==> src/rtl/t03_sram_pkg.sv <==
// t03_sram_pkg: shared constants and types for the SRAM access controller.
package t03_sram_pkg;
    localparam int ADDR_WIDTH = 10;
    localparam int DATA_WIDTH = 32;
    typedef enum logic [1:0] {INIT, CLEAR, RUN} state_t;
    typedef logic req_id_t;
endpackage

==> src/rtl/t03_rr_arb2.sv <==
// t03_rr_arb2: two-way round-robin arbiter with per-request mask; pointer passes to the other side after each grant.
module t03_rr_arb2 import t03_sram_pkg::*; (
    input  logic       clk,
    input  logic       rst,
    input  logic       en,
    input  logic [1:0] req,
    input  logic [1:0] mask,
    output logic [1:0] gnt
);
    req_id_t ptr;
    logic [1:0] elig;
    assign elig = en ? (req & ~mask) : 2'b00;
    always_comb gnt = ptr ? (elig[1] ? 2'b10 : {1'b0, elig[0]}) : (elig[0] ? 2'b01 : {elig[1], 1'b0});
    always_ff @(posedge clk) ptr <= rst ? 1'b0 : (|gnt ? gnt[0] : ptr);
endmodule

==> src/rtl/t03_sram_ctrl.sv <==
// t03_sram_ctrl: exclusive write port plus round-robin shared read port for a 1024x32 dual-port SRAM.
// Optional power-up zero fill of the whole array when T03_SRAM_CLEAR_EN is defined.
module t03_sram_ctrl import t03_sram_pkg::*; (
    input  logic                  clk,
    input  logic                  rst,
    input  logic                  wr_valid,
    output logic                  wr_ready,
    input  logic [ADDR_WIDTH-1:0] wr_addr,
    input  logic [DATA_WIDTH-1:0] wr_data,
    input  logic                  rd0_valid,
    output logic                  rd0_ready,
    input  logic [ADDR_WIDTH-1:0] rd0_addr,
    input  logic                  rd1_valid,
    output logic                  rd1_ready,
    input  logic [ADDR_WIDTH-1:0] rd1_addr,
    output logic                  rsp_valid,
    output logic                  rsp_id,
    output logic [DATA_WIDTH-1:0] rsp_data,
    output logic                  busy,
    output logic                  sram_csb0,
    output logic [ADDR_WIDTH-1:0] sram_addr0,
    output logic [DATA_WIDTH-1:0] sram_din0,
    output logic                  sram_csb1,
    output logic [ADDR_WIDTH-1:0] sram_addr1,
    input  logic [DATA_WIDTH-1:0] sram_dout1
);
    state_t state, state_nx;
    logic run, wr_acc, clearing, v1;
    logic [1:0] mask, gnt;
    req_id_t id1;
    assign run = state == RUN;
    assign busy = !run;
    assign wr_ready = run;
    assign wr_acc = wr_valid && run;
    always_ff @(posedge clk) state <= rst ? INIT : state_nx;
`ifdef T03_SRAM_CLEAR_EN
    logic [ADDR_WIDTH-1:0] clr_addr;
    assign clearing = state == CLEAR;
    always_ff @(posedge clk) clr_addr <= (rst || !clearing) ? '0 : clr_addr + ADDR_WIDTH'(1);
    always_comb state_nx = (state == INIT) ? CLEAR : (clearing && &clr_addr) ? RUN : state;
    assign sram_addr0 = clearing ? clr_addr : wr_acc ? wr_addr : '0;
`else
    assign clearing = 1'b0;
    always_comb state_nx = (state == INIT) ? RUN : state;
    assign sram_addr0 = wr_acc ? wr_addr : '0;
`endif
    assign sram_csb0 = !(wr_acc || clearing);
    assign sram_din0 = wr_acc ? wr_data : '0;
    // same-address read would race the write at the SRAM, so hold it off a cycle
    assign mask = {wr_acc && rd1_addr == wr_addr, wr_acc && rd0_addr == wr_addr};
    t03_rr_arb2 u_arb (
        .clk  (clk),
        .rst  (rst),
        .en   (run),
        .req  ({rd1_valid, rd0_valid}),
        .mask (mask),
        .gnt  (gnt)
    );
    assign rd0_ready = gnt[0];
    assign rd1_ready = gnt[1];
    assign sram_csb1 = ~|gnt;
    assign sram_addr1 = gnt[1] ? rd1_addr : gnt[0] ? rd0_addr : '0;
    always_ff @(posedge clk) begin
        if (rst) begin
            v1 <= 1'b0;
            id1 <= 1'b0;
            rsp_valid <= 1'b0;
            rsp_id <= 1'b0;
            rsp_data <= '0;
        end else begin
            v1 <= |gnt;
            id1 <= gnt[1];
            rsp_valid <= v1;
            rsp_id <= id1;
            if (v1) rsp_data <= sram_dout1;
        end
    end
endmodule

==> config.mk <==
export PLATFORM = sky130hd
export DESIGN_NAME = t03_sram_ctrl
export DESIGN_NICKNAME = d
export VERILOG_FILES = /design/src/rtl/t03_sram_pkg.sv /design/src/rtl/t03_rr_arb2.sv /design/src/rtl/t03_sram_ctrl.sv
export SDC_FILE = /design/constraint.sdc
export NUM_CORES = 1
export LEC_CHECK = 0
export BUFFER_PORTS_ARGS = -buffer_cell sky130_fd_sc_hd__buf_2
export CORE_ASPECT_RATIO = 0.7
export CORE_UTILIZATION = 37
export CTS_CLUSTER_DIAMETER = 60
export DETAILED_ROUTE_END_ITERATION = 16
export GPL_ROUTABILITY_DRIVEN = 0
export PLACE_DENSITY = 0.81
export SKIP_CTS_REPAIR_TIMING = 1
export SLEW_MARGIN = 20
export SYNTH_ARGS = -nofsm -noshare
export SYNTH_HDL_FRONTEND = slang
export SYNTH_HIERARCHICAL = 1
export SYNTH_SLANG_ARGS = --single-unit
==> constraint.sdc <==
create_clock -name clk -period 2.7 [get_ports clk]
set_input_delay 0.54 -clock clk [delete_from_list [all_inputs] [get_ports clk]]
set_output_delay 0.54 -clock clk [all_outputs]
set_load 0.05 [all_outputs]
* Word level (Yosys, flattened, before mapping)
Index checks and enable logic that the tools add are counted.
Cells by class: equality and inequality tests 2, mux-type cells 8, bitwise gates (word level) 2, reduce and logical (&&, ||, !) cells 8
Operator list (number):
- 32-bit 2-to-1 mux | 1
- 10-bit 2-to-1 mux | 3
- 10-bit == test | 2
- 2-bit 2-to-1 mux | 4
- 1-bit logical AND | 3
- 1-bit logical NOT | 3
- 2-bit bitwise AND | 1
- 2-bit logical NOT | 1
- 2-bit NOT | 1
- 2-bit OR reduction | 1
Storage, ports and cells: register bits after elaboration 38, input bits 99, output and inout port bits 92, logic and storage cells 27

* Logic depth before layout (Yosys ltp)
depth in word-level cells 9, depth in mapped cells 8, depth with buffers taken out 7

* Modules after synthesis
Netlist, hierarchy kept.
By module, submodules not included:
- t03_sram_ctrl | times used 1, cells each 213, area each 1965.6 um^2, seq. area each 740.7 um^2
- t03_rr_arb2 | times used 1, cells each 10, area each 81.3 um^2, seq. area each 20.0 um^2

* Least setup slack after synthesis
Ideal clock, no wire load.
kind reg2out, start register state[1], end output port sram_addr1[7], data arrival time 3.509 ns, required time 2.160 ns, path slack -1.349 ns, cell stages (with the launch flop) 8, buffers on the path 0, cells stage by stage dfxtp_1 > and2_1 > nand4_1 > nor3_2 > inv_1 > a31oi_1 > nand2_1 > o21ai_0
On the way: longest elaborated chain between the ends 9, elaborated cells between the ends (all ways) 11, those cells by class mux (6); bitwise (2); reduce/logical (3)
RTL lines:
- start, declared | RTL line t03_sram_ctrl.sv:27 | state_t state, state_nx;
- start signal, assigned | RTL line t03_sram_ctrl.sv:35 | always_ff @(posedge clk) state <= rst ? INIT : state_nx;
- 1-bit logical AND | RTL line t03_sram_ctrl.sv:34 | assign wr_acc = wr_valid && run;
- 1-bit logical AND | RTL line t03_sram_ctrl.sv:50 | assign mask = {wr_acc && rd1_addr == wr_addr, wr_acc && rd0_addr == wr_addr};
- net mask[1] | RTL line t03_sram_ctrl.sv:29 | logic [1:0] mask, gnt;
- 2-bit NOT | RTL line t03_rr_arb2.sv:12 | assign elig = en ? (req & ~mask) : 2'b00;
- 2-bit bitwise AND | RTL line t03_rr_arb2.sv:12
- 2-bit 2-to-1 mux | RTL line t03_rr_arb2.sv:12
- 2-bit 2-to-1 mux (2 in a row) | RTL line t03_rr_arb2.sv:13 | always_comb gnt = ptr ? (elig[1] ? 2'b10 : {1'b0, elig[0]}) : (elig[0] ? 2'b01 : {elig[1], 1'b0});
- net rd0_ready | RTL line t03_sram_ctrl.sv:11 | output logic rd0_ready,
- 10-bit 2-to-1 mux (2 in a row) | RTL line t03_sram_ctrl.sv:62 | assign sram_addr1 = gnt[1] ? rd1_addr : gnt[0] ? rd0_addr : '0;
- end, declared | RTL line t03_sram_ctrl.sv:24 | output logic [ADDR_WIDTH-1:0] sram_addr1,
The timed path passes the listed nets, and every way through them passes these cells.

* Worst setup path in the final report
start input port rd0_addr[7], end output port sram_addr1[4]
On the way: longest elaborated chain between the ends 9, elaborated cells between the ends (all ways) 10, those cells by class eq/ne (1); mux (6); bitwise (2); reduce/logical (1)
RTL lines:
- start, declared | RTL line t03_sram_ctrl.sv:12 | input logic [ADDR_WIDTH-1:0] rd0_addr,
- 10-bit == test (*) | RTL line t03_sram_ctrl.sv:50
- 1-bit logical AND (*) | RTL line t03_sram_ctrl.sv:50
- net mask[0] | RTL line t03_sram_ctrl.sv:29
- 2-bit NOT (*) | RTL line t03_rr_arb2.sv:12
- 2-bit bitwise AND (*) | RTL line t03_rr_arb2.sv:12
- 2-bit 2-to-1 mux (*) | RTL line t03_rr_arb2.sv:12
- 2-bit 2-to-1 mux | RTL line t03_rr_arb2.sv:13
- 2-bit 2-to-1 mux (*) | RTL line t03_rr_arb2.sv:13
- 10-bit 2-to-1 mux | RTL line t03_sram_ctrl.sv:62
- 10-bit 2-to-1 mux (*) | RTL line t03_sram_ctrl.sv:62
The timed path passes the listed nets; every way through them passes the cells marked *.

==> metrics.txt <==
period utilization=0.9903; Slew HR=0.3651; Setup Slack @ Placement=-100.3 ps; share of post-route cells with drive strength above 1=0.5892; Critical Path Start=rd0_addr[7]; Yosys top cell by area=dfxtp_1; multiplexer share of the synthesized area=0.1565; core outline area=5285 sq um; CP Data Required Time=2160 ps; first-pass GRT wire length=9.321 mm; reg2reg path depth=8; Worst R2R End=v1; # port buffers=190; Ys Warns=6; Final ANT Viol Nets=0; Pre-Repair DR Iteration Count=4; Initial Utilization=0.3873; RSZ-0062 raised after global routing=true; Synth Register Bits=38; synthesized cell area=2047 sq um; Die Y=64.23 um; clk_lat worst skew=280 ps; VDD IR max=0.2959 mV; pwr/cell area=514.9 nW/um^2; Post-DP Area=3050 sq um; largest family of logic cells by synthesized area=simple AND/OR/NAND/NOR gates; DRT iter0 DRCs=72; CTS Buf Count=5; synthesized area per cell=9.179 sq um; Post-Synth Simple-Gate Area=0.2579; status=completed; HPWL reported at the end of detailed placement=4.810 mm; clk_skew=9.579 ps; diode count=0; row count=22; Reg-to-Reg Start=state[1]; Avg WL per Cell=14.05 um; number of clock sinks=38; sink of the worst hold path=rsp_id; post-route cell area=3438 sq um; Die W=90.90 um; via count=2,300; final hold vios=0; worst min path class=flop to flop; initial antenna violation count=0; Netlist cell types=25; Max-Cap Viols=0; Post-route DRC=0; Via density=4.782; Area Overhead vs Synth=67.97%; Worst-path clk slew=70 ps; TNS Setup=0 ps; GRT overflow=0; largest net degree at the start of global routing=48; CTS tree=yes; nets=507; Layout Cells excl Fill=481; Arr. time, crit path=2130 ps; clock buffer depth=2; Synth Area in XOR/XNOR=0.08557; Worst-Margin Slew=952.4 ps; Cells after Synth=223; critical path peak fanout=5; htree depth=2; Final Slew Violations=0; min-delay src=id1; critical path type=primary input to output pin; Seq/Total Area, Yosys=0.3716; Final Power=1770 uW; CP Capture Type=output pin; Final Setup Violations=0; Post-Synth Adder-Cell Area=0; cell count after placement=473; CP startpoint kind=primary input; Synth Area in Compound Gates=0.05134; I/O pin cnt=191; Setup WS post-layout=26.31 ps; Lkg Pwr=0.001898 uW; minimum clock period=2674 ps; gr usage total=0.1972; Die ar.=5839 sq um; Yosys top cell area share=0.3716; synth top area cells=dfxtp_1 37%, mux2i_1 16%, and3_1 10%; vias in the first global route=2,062; final wirelength=6.757 mm; Hold Path Depth=1; reg2reg setup slack=1140 ps; syn_nets=322; CTS root buf=clkbuf_8; fmax=0.3740 GHz
==> kinds of logic (layout without fill, tap and decap cells) <==
family	Yosys count	count (layout)
AO/OA/AOI/OAI	13	13
XOR/XNOR	20	20
flip-flops	38	38
buffers and inverters	24	210
multiplexers	32	32
AND/OR/NAND/NOR	96	96
==> registers in the layout, summed over array words and instances (netlist names) <==
register   cells
u_arb/ptr      1
state          1
v1             1
id1            1
rsp_data      32
rsp_valid      1
rsp_id         1
==> worst max-delay path, stage by stage <==
cell and delay, ps:
buf_2 120, xnor2_1 180, nand4_1 130, nor3_2 220, nand3b_1 220, a31oi_4 50
nor2b_4 150, buf_6 140, a22o_4 230, buf_8 150
==> synthesized netlist by cell type <==
cell and number:
nand2_1 4, nor2_1 34, inv_1 6, clkbuf_2 2, dfxtp_1 38, buf_6 1, xnor2_1 20, nor3_2 2
a22o_1 8, and3_2 9, buf_12 3, a211oi_2 1, nand3_1 2, and2_1 1, o21ai_0 2, and3_1 33
buf_4 1, a31oi_1 2, mux2i_1 32, nand3b_1 2, buf_2 4, nand4_1 4, nor2b_1 4, and4b_1 1
clkbuf_1 7
==> layer usage <==
layer / track usage / part of all wire / vias to the layer above
met4: 0.05952 / 0.012 / 0
li1: - / - / 1136
met3: 0.05476 / 0.055 / 8
met2: 0.3343 / 0.51 / 84
met1: 0.2444 / 0.42 / 1072
met5: 0 / 0 / -
==> per-stage QoR <==
stage / utilization / hold slack, ps
floorplan: - / 413.8
global placement: 0.5772 / 419.4
detailed placement: 0.5772 / 443.7
CTS: 0.6032 / 457.0
global route: 0.6506 / 473.6
finish: 0.6506 / 450.4
==> worst max path at each step <==
| stage | end | slack, ps | depth (start not counted) |
|---|---|---|---|
| 6_report | sram_addr1[4] | 30 | 10 |
| 5_1_grt | sram_addr1[2] | -50 | 10 |
| 4_1_cts | sram_addr1[4] | -110 | 10 |
| 3_5_place_dp | sram_addr1[4] | -100 | 10 |
| 3_3_place_gp | sram_addr1[9] | -40 | 10 |
| 2_1_floorplan | sram_addr1[9] | 20 | 8 |
==> area by class of cell <==
cell class	instances	area, sq um
fill	450	1847
inverter	6	22.52
timing repair buffer	196	1139
sequential	38	763.2
clock inverter	3	68.82
clock buffer	5	68.82
tap	72	90.09
multi-input combinational	161	1286
==> cells in the final DEF (no fill, tap or decap) <==
cell         n
a211oi_2     1
a22o_2       3
a22o_4       5
a31oi_4      2
and2_4       1
and3_1      33
and3_2       9
and4b_1      1
buf_2      172
buf_4        4
buf_6       12
buf_8        7
bufinv_16    2
clkbuf_4     1
clkbuf_8     5
clkinv_4     1
dfxtp_1     36
dfxtp_2      2
inv_1        6
mux2i_1     32
nand2_1      4
nand3_1      2
nand3b_1     2
nand4_1      4
nor2_1      33
nor2_2       1
nor2b_1      3
nor2b_4      1
nor3_2       2
o21ai_2      2
xnor2_1     12
xnor2_2      8
==> power breakdown <==
part	switching [uW]	internal, uW	total, uW
registers	26.5	588	614
logic	372	214	586
clock network	200	370	570
Note: power is estimated with default switching activity, not from simulation.
